## config.mk

```make
export PLATFORM = sky130hd
export DESIGN_NAME = uart_tx_arbiter
export DESIGN_NICKNAME = d
export VERILOG_FILES = /design/src/rtl/uart_pkg.sv /design/src/rtl/rr_select.sv /design/src/rtl/uart_tx_arbiter.sv
export SDC_FILE = /design/constraint.sdc
export NUM_CORES = 1
export LEC_CHECK = 0
export BUFFER_PORTS_ARGS = -buffer_cell sky130_fd_sc_hd__buf_2
export CAP_MARGIN = 20
export CORE_UTILIZATION = 35
export DETAILED_ROUTE_END_ITERATION = 8
export GPL_TIMING_DRIVEN = 0
export HOLD_SLACK_MARGIN = 0.03
export PLACE_DENSITY = 0.76
export SETUP_SLACK_MARGIN = 0.2
export SYNTH_ARGS = -nofsm -noshare
export SYNTH_HDL_FRONTEND = slang
export SYNTH_SLANG_ARGS = --single-unit
```

## constraint.sdc

```tcl
create_clock -name clk -period 2.6 [get_ports clk]
set_input_delay 0.39 -clock clk [delete_from_list [all_inputs] [get_ports clk]]
set_output_delay 0.39 -clock clk [all_outputs]
set_load 0.005 [all_outputs]
```

## src/rtl/uart_pkg.sv

```systemverilog
// Shared types and helpers for the UART transmit-side arbiter.
// Holds the header magic, the arbiter state enum and the round-robin pick function.
package uart_pkg;

    localparam logic [7:0] HDR_MAGIC = 8'hA5;
    localparam int         RR_MAX    = 16;

    typedef enum logic [1:0] {
        IDLE,
        HDR,
        DATA
    } arb_state_t;

    // First set bit of req at or above ptr, wrapping at num; 0 when req is empty.
    function automatic logic [3:0] rr_pick(
        input logic [RR_MAX-1:0] req,
        input logic [3:0]        ptr,
        input int                num
    );
        logic [3:0] pick;
        logic       found;
        int         idx;
        pick  = '0;
        found = 1'b0;
        for (int i = 0; i < RR_MAX; i++) begin
            idx = (int'(ptr) + i) % num;
            if (!found && (i < num) && req[idx[3:0]]) begin
                pick  = idx[3:0];
                found = 1'b1;
            end
        end
        return pick;
    endfunction

endpackage

```

## src/rtl/rr_select.sv

```systemverilog
// Combinational round-robin selector: rotates priority so that ptr is searched first.
module rr_select
    import uart_pkg::*;
#(
    parameter int NUM_REQ = 4,
    parameter int ID_W    = 2
) (
    input  logic [NUM_REQ-1:0] req,
    input  logic [ID_W-1:0]    ptr,
    output logic [ID_W-1:0]    pick,
    output logic               any
);

    logic [RR_MAX-1:0] req_ext;
    logic [3:0]        pick_full;

    // NOTE: every variable gets a default at the top of always_comb so no path can infer a latch.
    always_comb begin
        req_ext                = '0;
        req_ext[NUM_REQ-1:0]   = req;
        pick_full              = rr_pick(req_ext, 4'(ptr), NUM_REQ);
    end

    assign pick = ID_W'(pick_full);
    assign any  = |req;

endmodule

```

## src/rtl/uart_tx_arbiter.sv

```systemverilog
// Round-robin arbiter sharing one uart_tx word stream among NUM_REQ requesters,
// with optional per-frame header word and a MAX_BURST starvation guard.
module uart_tx_arbiter
    import uart_pkg::*;
#(
    parameter  int NUM_REQ   = 4,
    parameter  int W_OUT     = 24,
    parameter  int HDR_EN    = 1,
    parameter  int MAX_BURST = 16,
    localparam int ID_W      = (NUM_REQ > 2) ? $clog2(NUM_REQ) : 1
) (
    input  logic                     clk,
    input  logic                     rst,
    input  logic [NUM_REQ-1:0]       req_valid,
    input  logic [NUM_REQ*W_OUT-1:0] req_data,
    input  logic [NUM_REQ-1:0]       req_last,
    output logic [NUM_REQ-1:0]       req_ready,
    output logic                     m_valid,
    output logic [W_OUT-1:0]         m_data,
    input  logic                     m_ready,
    output logic [ID_W-1:0]          grant_id,
    output logic                     busy
);

    localparam int               BC_W      = (MAX_BURST > 1) ? $clog2(MAX_BURST) : 1;
    localparam logic [BC_W-1:0]  LAST_BEAT = BC_W'(MAX_BURST - 1);
    localparam logic [ID_W-1:0]  LAST_ID   = ID_W'(NUM_REQ - 1);

    arb_state_t        state;
    logic [ID_W-1:0]   rr_ptr;
    logic [BC_W-1:0]   beat_cnt;
    logic [ID_W-1:0]   pick;
    logic              any_req;
    logic              g_valid;
    logic              g_last;
    logic [W_OUT-1:0]  g_data;

    rr_select #(
        .NUM_REQ(NUM_REQ),
        .ID_W   (ID_W)
    ) u_rr_select (
        .req (req_valid),
        .ptr (rr_ptr),
        .pick(pick),
        .any (any_req)
    );

    assign g_valid = req_valid[grant_id];
    assign g_last  = req_last[grant_id];
    assign g_data  = req_data[int'(grant_id)*W_OUT +: W_OUT];
    assign busy    = (state != IDLE);

    // Header comes purely from registers; DATA is a zero-latency pass-through of the grantee.
    always_comb begin
        m_valid   = 1'b0;
        m_data    = '0;
        req_ready = '0;
        case (state)
            HDR: begin
                m_valid                = 1'b1;
                m_data[W_OUT-1 -: 8]   = HDR_MAGIC;
                m_data[ID_W-1:0]       = grant_id;
            end
            DATA: begin
                m_valid             = g_valid;
                m_data              = g_data;
                req_ready[grant_id] = m_ready;
            end
            default: ;
        endcase
    end

    // NOTE: state registers use non-blocking assignments so every flop samples pre-edge values.
    always_ff @(posedge clk) begin
        if (rst) begin
            state    <= IDLE;
            grant_id <= '0;
            rr_ptr   <= '0;
            beat_cnt <= '0;
        end else begin
            case (state)
                IDLE: begin
                    if (any_req) begin
                        grant_id <= pick;
                        beat_cnt <= '0;
                        state    <= (HDR_EN != 0) ? HDR : DATA;
                    end
                end
                HDR: begin
                    if (m_ready) state <= DATA;
                end
                DATA: begin
                    if (g_valid && m_ready) begin
                        // A forced release at MAX_BURST looks the same as a frame end here.
                        if (g_last || (beat_cnt == LAST_BEAT)) begin
                            state    <= IDLE;
                            grant_id <= '0;
                            rr_ptr   <= (grant_id == LAST_ID) ? '0 : grant_id + 1'b1;
                        end else begin
                            beat_cnt <= beat_cnt + 1'b1;
                        end
                    end
                end
                default: state <= IDLE;
            endcase
        end
    end

endmodule

```

==> qor.txt, run 1 <==
RR Startpoint - grant_id[0]$_SDFFE_PP0P_
Worst hold path stage count - 3
Critical Path Fanout Max - 10
Fmax achieved - 0.4332 GHz
Worst Setup SP - grant_id[0]$_SDFFE_PP0P_
Worst slack, placed - 364.3 ps
Min Clock Period, post-route - 2308 ps
Post-synthesis sequential area ratio - 12.80%
Sink Count - 10
Status - finished, final reports clean
Slowest CP cell - mux4_2
Leak - 1.213 nW
Diode count - 0
# resized after CTS - 5
Buf/Inv on CP - 3
Max-cap check violation count - 0
CP required - 2210 ps
Count of flip-flops with a built-in enable after synthesis - 0
CTS H-tree depth - 1
Fin Clk Skew - 5.182 ps
Nature of the critical path endpoint - output port
Fillers - 392
Slew headroom - 56.29%
Share of cells above drive strength 1 - 57.67%
Port Buffer Count - 138
TritonRoute pass-1 iters - 4
Setup TNS - 0 ps
# DRC - 0
Clock Latency Late Sink - 240 ps
Synth Cell Area - 1564 um2
Crit start category - register
Synth-to-Final Area Change - 51.92%
Final Wtd Congestion - 0.7555
Largest net degree at the start of global routing - 11
Tot GR Track Use - 22.70%
Hold Violations, Final - 0
Slew Limit Fails - 0
Routed WL - 5.072 mm
Number of global-route vias before repair - 1759
Share of synthesized registers carrying an async set or reset - 0%
Vias - 1857
Cts hold-fix bufs - 0
Synth Register Bits - 10
Hold WC Path Type - in -> reg
# rows - 23
Fin crit share - 88.78%
Pwr dens - 511.0 nW/um2
Clk pin slew, worst setup/hold paths - 50 ps
CTS root buffer - clkbuf_8
First-pass GRT wire length - 7.866 mm
Core ar. - 4144 um2
DR iter-0 viols - 90
Worst r2r dst - grant_id[0]$_SDFFE_PP0P_
Critical path class - reg -> out
DP Wirelength - 4.214 mm
Gr ovfl total - 0
Syn_nets - 275
Vias per std cell - 5.306
R2R setup slack - 500 ps
Initial core utilization - 37.74%
Worst R2R Path Depth - 5
DIE WIDTH - 68.85 um
RSZ-0062 raised after global routing - false
Cell count after synthesis - 159
Crit-path max cell delay - 510 ps
Final nets - 418
Post-CTS setup buffers - 0
Ys flop type - dfxtp_1
Hold Path Sink - state[1]$_SDFFE_PP0P_
Cts bufs inserted - 3
Worst-Margin Slew - 649.6 ps
DP Cell Count - 347
Area fraction of the dominant cell type after synthesis - 30.24%
Per-cell routed wire length - 14.49 um
Most common cell in the netlist - mux4_2
Crit path top cell by count - buf_6
VDD IR max - 369.5 uV
CP top delay family - buffers and inverters
Mapped Avg Cell Area - 9.836 um2
Final setup margin - 291.8 ps
CP Data Arrival Time - 1920 ps
Antenna violations before repair - 0
Die ar. - 4740 um2
Synth Warn # - 0
Finished Core Util - 57.34%
Synth unique cells - 36
Min-delay src - rst
Worst path depth - 5
CTS max path bufs - 2
Largest area contributor in the netlist - mux4_2
Setup violators final - 0
Top cells by area in the synthesized netlist - mux4_2, dfxtp_1, ha_1
Final ANT Viol Nets - 0
Clock tree from TritonCTS - done
Post-synth top cells - mux4_2, and2_1, a21oi_1
Worst-path cell chain - buf_6, buf_6, mux4_2, and3_1, buf_2
WHS - 457.5 ps
Finished Layout Cells - 350
Die outline height - 68.85 um
I/O pin total - 139
## cell usage in the layout, fill, tap and decap left out, drive strengths merged, types with 4 or more instances in the layout
cell type | netlist | layout
and2 | 17 | 17
dfxtp | 10 | 10
nand2b | 6 | 6
inv | 11 | 11
mux4 | 24 | 24
o21ai | 4 | 4
buf | 5 | 143
mux2i | 5 | 5
nand2 | 5 | 5
clkbuf | 8 | 11
nor2 | 5 | 5
a21oi | 13 | 13
and3 | 9 | 9
nor2b | 5 | 5
ha | 9 | 9
## per-layer routing
layer	track usage, %	part of all wire (%)	wire length, um
met3	4.934	7.0	353
met5	0	0	0
met4	6.888	2.1	107
met2	41.02	51	2572
met1	26.48	40	2039
## cell type report
class,instances,area (um2),share of cell area [%]
inverters,11,41.29,1.738
multi-input cells,125,1262,53.13
plain buffers,13,77.57,3.265
flip-flops and latches,10,200.2,8.425
repair buffers,138,690.7,29.07
well taps,50,62.56,2.633
clock buffers,3,41.29,1.738
## flip-flops by register name (all words and copies together) (netlist names)
register / cells
grant_id: 2
beat_cnt: 4
rr_ptr: 2
state: 2
## power breakdown
group | internal (W) | switching (W)
sequential | 0.000174 | 0.0000217
combinational | 0.000444 | 0.000411
clock | 0.000102 | 0.0000622
total | 0.000719 | 0.000495
## metrics by stage
stage	area, um2	power, W
after floorplan	1564	0.0007522
after global placement	2317	0.001022
after detailed placement	2317	0.001042
after CTS	2367	0.001216
after global routing	2376	0.001319
final	2376	0.001214
## worst register-to-register path, delay by kind of cell, from the launching register on
family,cells,cell delay [ps]
multiplexers,1,550
flip-flops,1,430
buffers and inverters,1,220
AO/OA/AOI/OAI,3,800
## logic make-up (layout without fill, tap and decap cells)
| family | count (synthesis) | after routing | synth area share, % |
|---|---|---|---|
| xor+xnor | 1 | 1 | 0.5601 |
| flops | 10 | 10 | 12.80 |
| buf+inv | 24 | 165 | 6.480 |
| fa+ha+maj | 9 | 9 | 7.200 |
| compound gates | 30 | 30 | 11.84 |
| mux | 31 | 31 | 39.92 |
| simple gates | 54 | 54 | 21.20 |
## how the worst max path moves through the flow
stage | endpoint | slack [ps]
CTS | m_data[17] | 220
global route | m_data[6] | 220
finish | m_data[17] | 290
detailed placement | req_ready[1] | 360
global placement | m_data[17] | 390
floorplan | m_data[17] | 650
Power figures use the tool's default switching activity.
==> run 2, diff against run 1 <==
BUFFER_PORTS_ARGS = not set   (was -buffer_cell sky130_fd_sc_hd__buf_2)
DONT_BUFFER_PORTS = 1   (was not set)
PLACE_DENSITY = 0.51   (was 0.76)
==> qor.txt, run 2 (synthesis results as in run 1) <==
CTS root buffer - clkbuf_8 (unchanged)
Initial core utilization - 37.74% (unchanged)
Gr ovfl total - 0 (unchanged)
CP required - 2210 ps (about the same)
Pwr dens - 619.5 nW/um2 (was 511.0 nW/um2)
CP Data Arrival Time - 1890 ps (was 1920 ps)
Sequential cell area - 200.2 um2 (unchanged)
Worst-Margin Slew - 622.6 ps (was 649.6 ps)
Clk pin slew, worst setup/hold paths - 50 ps (about the same)
Gate power share - 65.6% (was 70.4%)
Synth-to-Final Area Change - 7.200% (was 51.92%)
Tot GR Track Use - 19.74% (was 22.70%)
Max-cap check violation count - 0 (unchanged)
Hold WC Path Type - in -> reg (unchanged)
Finished Layout Cells - 212 (was 350)
Core ar. - 4144 um2 (unchanged)
Final nets - 280 (was 418)
Fin Clk Skew - 1.676 ps (was 5.182 ps)
Port Buffer Count - 0 (was 138)
Vias - 1336 (was 1857)
First-pass GRT wire length - 6.796 mm (was 7.866 mm)
Clock power frac - 15.6% (was 13.5%)
Final ANT Viol Nets - 0 (unchanged)
Slew headroom - 58.11% (was 56.29%)
DP Cell Count - 209 (was 347)
DIE WIDTH - 68.85 um (unchanged)
Clock tree from TritonCTS - done (unchanged)
Hold Violations, Final - 0 (unchanged)
DP Wirelength - 3.914 mm (was 4.214 mm)
DR iter-0 viols - 61 (was 90)
Diode count - 0 (unchanged)
Largest net degree at the start of global routing - 11 (unchanged)
Max FFs per register - 4 (unchanged)
Cts bufs inserted - 3 (unchanged)
Slew Limit Fails - 0 (unchanged)
Nature of the critical path endpoint - output port (unchanged)
# rows - 23 (unchanged)
Setup TNS - 0 ps (unchanged)
WHS - 366.5 ps (was 457.5 ps)
Fillers - 425 (was 392)
I/O pin total - 139 (unchanged)
Number of global-route vias before repair - 1340 (was 1759)
Setup violators final - 0 (unchanged)
Crit start category - register (unchanged)
Vias per std cell - 6.302 (was 5.306)
Share of cells above drive strength 1 - 20.99% (was 57.67%)
RSZ-0062 raised after global routing - false (unchanged)
Fmax achieved - 0.4388 GHz (was 0.4332 GHz)
# DRC - 0 (unchanged)
CTS H-tree depth - 1 (unchanged)
Critical path class - reg -> out (unchanged)
CTS max path bufs - 2 (unchanged)
Clock Latency Late Sink - 230 ps (was 240 ps)
Min Clock Period, post-route - 2279 ps (was 2308 ps)
Status - finished, final reports clean (unchanged)
Sw Ratio - 42.37% (was 40.79%)
Antenna violations before repair - 0 (unchanged)
Area of the multi-input gates - 1262 um2 (unchanged)
Most frequent cells in the layout - mux4_2, and2_1, a21oi_1, inv_1, dfxtp_1 (was buf_2, mux4_2, and2_1, a21oi_1, inv_1)
Post-route design area - 1677 um2 (was 2376 um2)
Die ar. - 4740 um2 (unchanged)
Psw - 0.0004402 W (was 0.0004952 W)
Commonest non-fill, non-tap cell in the layout - mux4_2 (was buf_2)
Final Wtd Congestion - 0.7463 (was 0.7555)
Routed WL - 4.587 mm (was 5.072 mm)
Worst hold path stage count - 2 (was 3)
Post-DP Area - 1627 um2 (was 2317 um2)
TritonRoute pass-1 iters - 4 (unchanged)
Sink Count - 10 (unchanged)
VDD IR max - 296.8 uV (was 369.5 uV)
Worst R2R Path Depth - 5 (unchanged)
Flop pwr share - 18.8% (was 16.1%)
Biggest register - beat_cnt (unchanged)
Fin crit share - 87.65% (was 88.78%)
Per-cell routed wire length - 21.64 um (was 14.49 um)
Internal - 0.0005986 W (was 0.0007188 W)
Die outline height - 68.85 um (unchanged)
Leak - 0.6162 nW (was 1.213 nW)
Critical Path Fanout Max - 10 (unchanged)
-- run 2: cell count changes in the layout (fill, tap and decap cells not counted) --
cell | before | now
clkbuf_2 | 3 | 2
buf_2 | 140 | 2
buf_6 | 3 | 1
clkbuf_1 | 5 | 6
clkbuf_4 | 0 | 2
-- run 2: cell type report --
class,count,share of cell area [%]
Sequential cell,10,11.94
Tap cell,50,3.731
Buffer,13,4.104
Multi-Input combinational cell,125,75.30
Clock buffer,3,2.463
Inverter,11,2.463
-- run 2: through the flow --
stage	worst slack [ps]	power [W]	util, %
6_report	321.1	0.001039	40.46
5_1_grt	204.1	0.001137	40.46
4_1_cts	205.7	0.001045	40.28
3_5_place_dp	441.8	0.0008796	39.25
3_3_place_gp	497.7	0.0008604	39.25
2_1_floorplan	653.1	0.0007522	-
-- run 2: layer usage --
metal	global-route usage, %	vias up	share of wire [%]
met5	0	-	0
met4	1.531	0	0.41
met3	3.289	2	6.7
met2	34.59	76	52
met1	26.41	649	40
li1	-	609	-
-- run 2: final timing paths --
check | start | to | slack (ps)
worst max-delay path | grant_id[0]$_SDFFE_PP0P_ | m_data[20] | 320
worst min-delay path | req_valid[3] | grant_id[0]$_SDFFE_PP0P_ | 370
worst max register to register | grant_id[0]$_SDFFE_PP0P_ | grant_id[0]$_SDFFE_PP0P_ | 520
worst min register to register | rr_ptr[0]$_SDFFE_PP0P_ | rr_ptr[0]$_SDFFE_PP0P_ | 450
-- run 2: timing repair --
item                                   4_1_cts  5_1_grt
setup endpoints to repair                    1       18
resized for setup                            1        6
endpoints found under the hold margin        0        0
cloned                                       0        0
hold buffers                                 0        0
buffers inserted                             0        0
-- run 2: worst max-delay path: stages, from the launching register on --
cell and delay (ps):
dfxtp_1 430, buf_6 210, clkbuf_4 280, mux4_2 530
and3_1 210
-- run 2: power groups by stage --
stage          sequential [W]  clock [W]  combinational, W
6_report             0.000195   0.000162          0.000682
5_1_grt              0.000197   0.000175          0.000765
4_1_cts              0.000195   0.000167          0.000683
3_5_place_dp         0.000199          0          0.000681
3_3_place_gp         0.000196          0          0.000664
2_1_floorplan        0.000192          0          0.000560
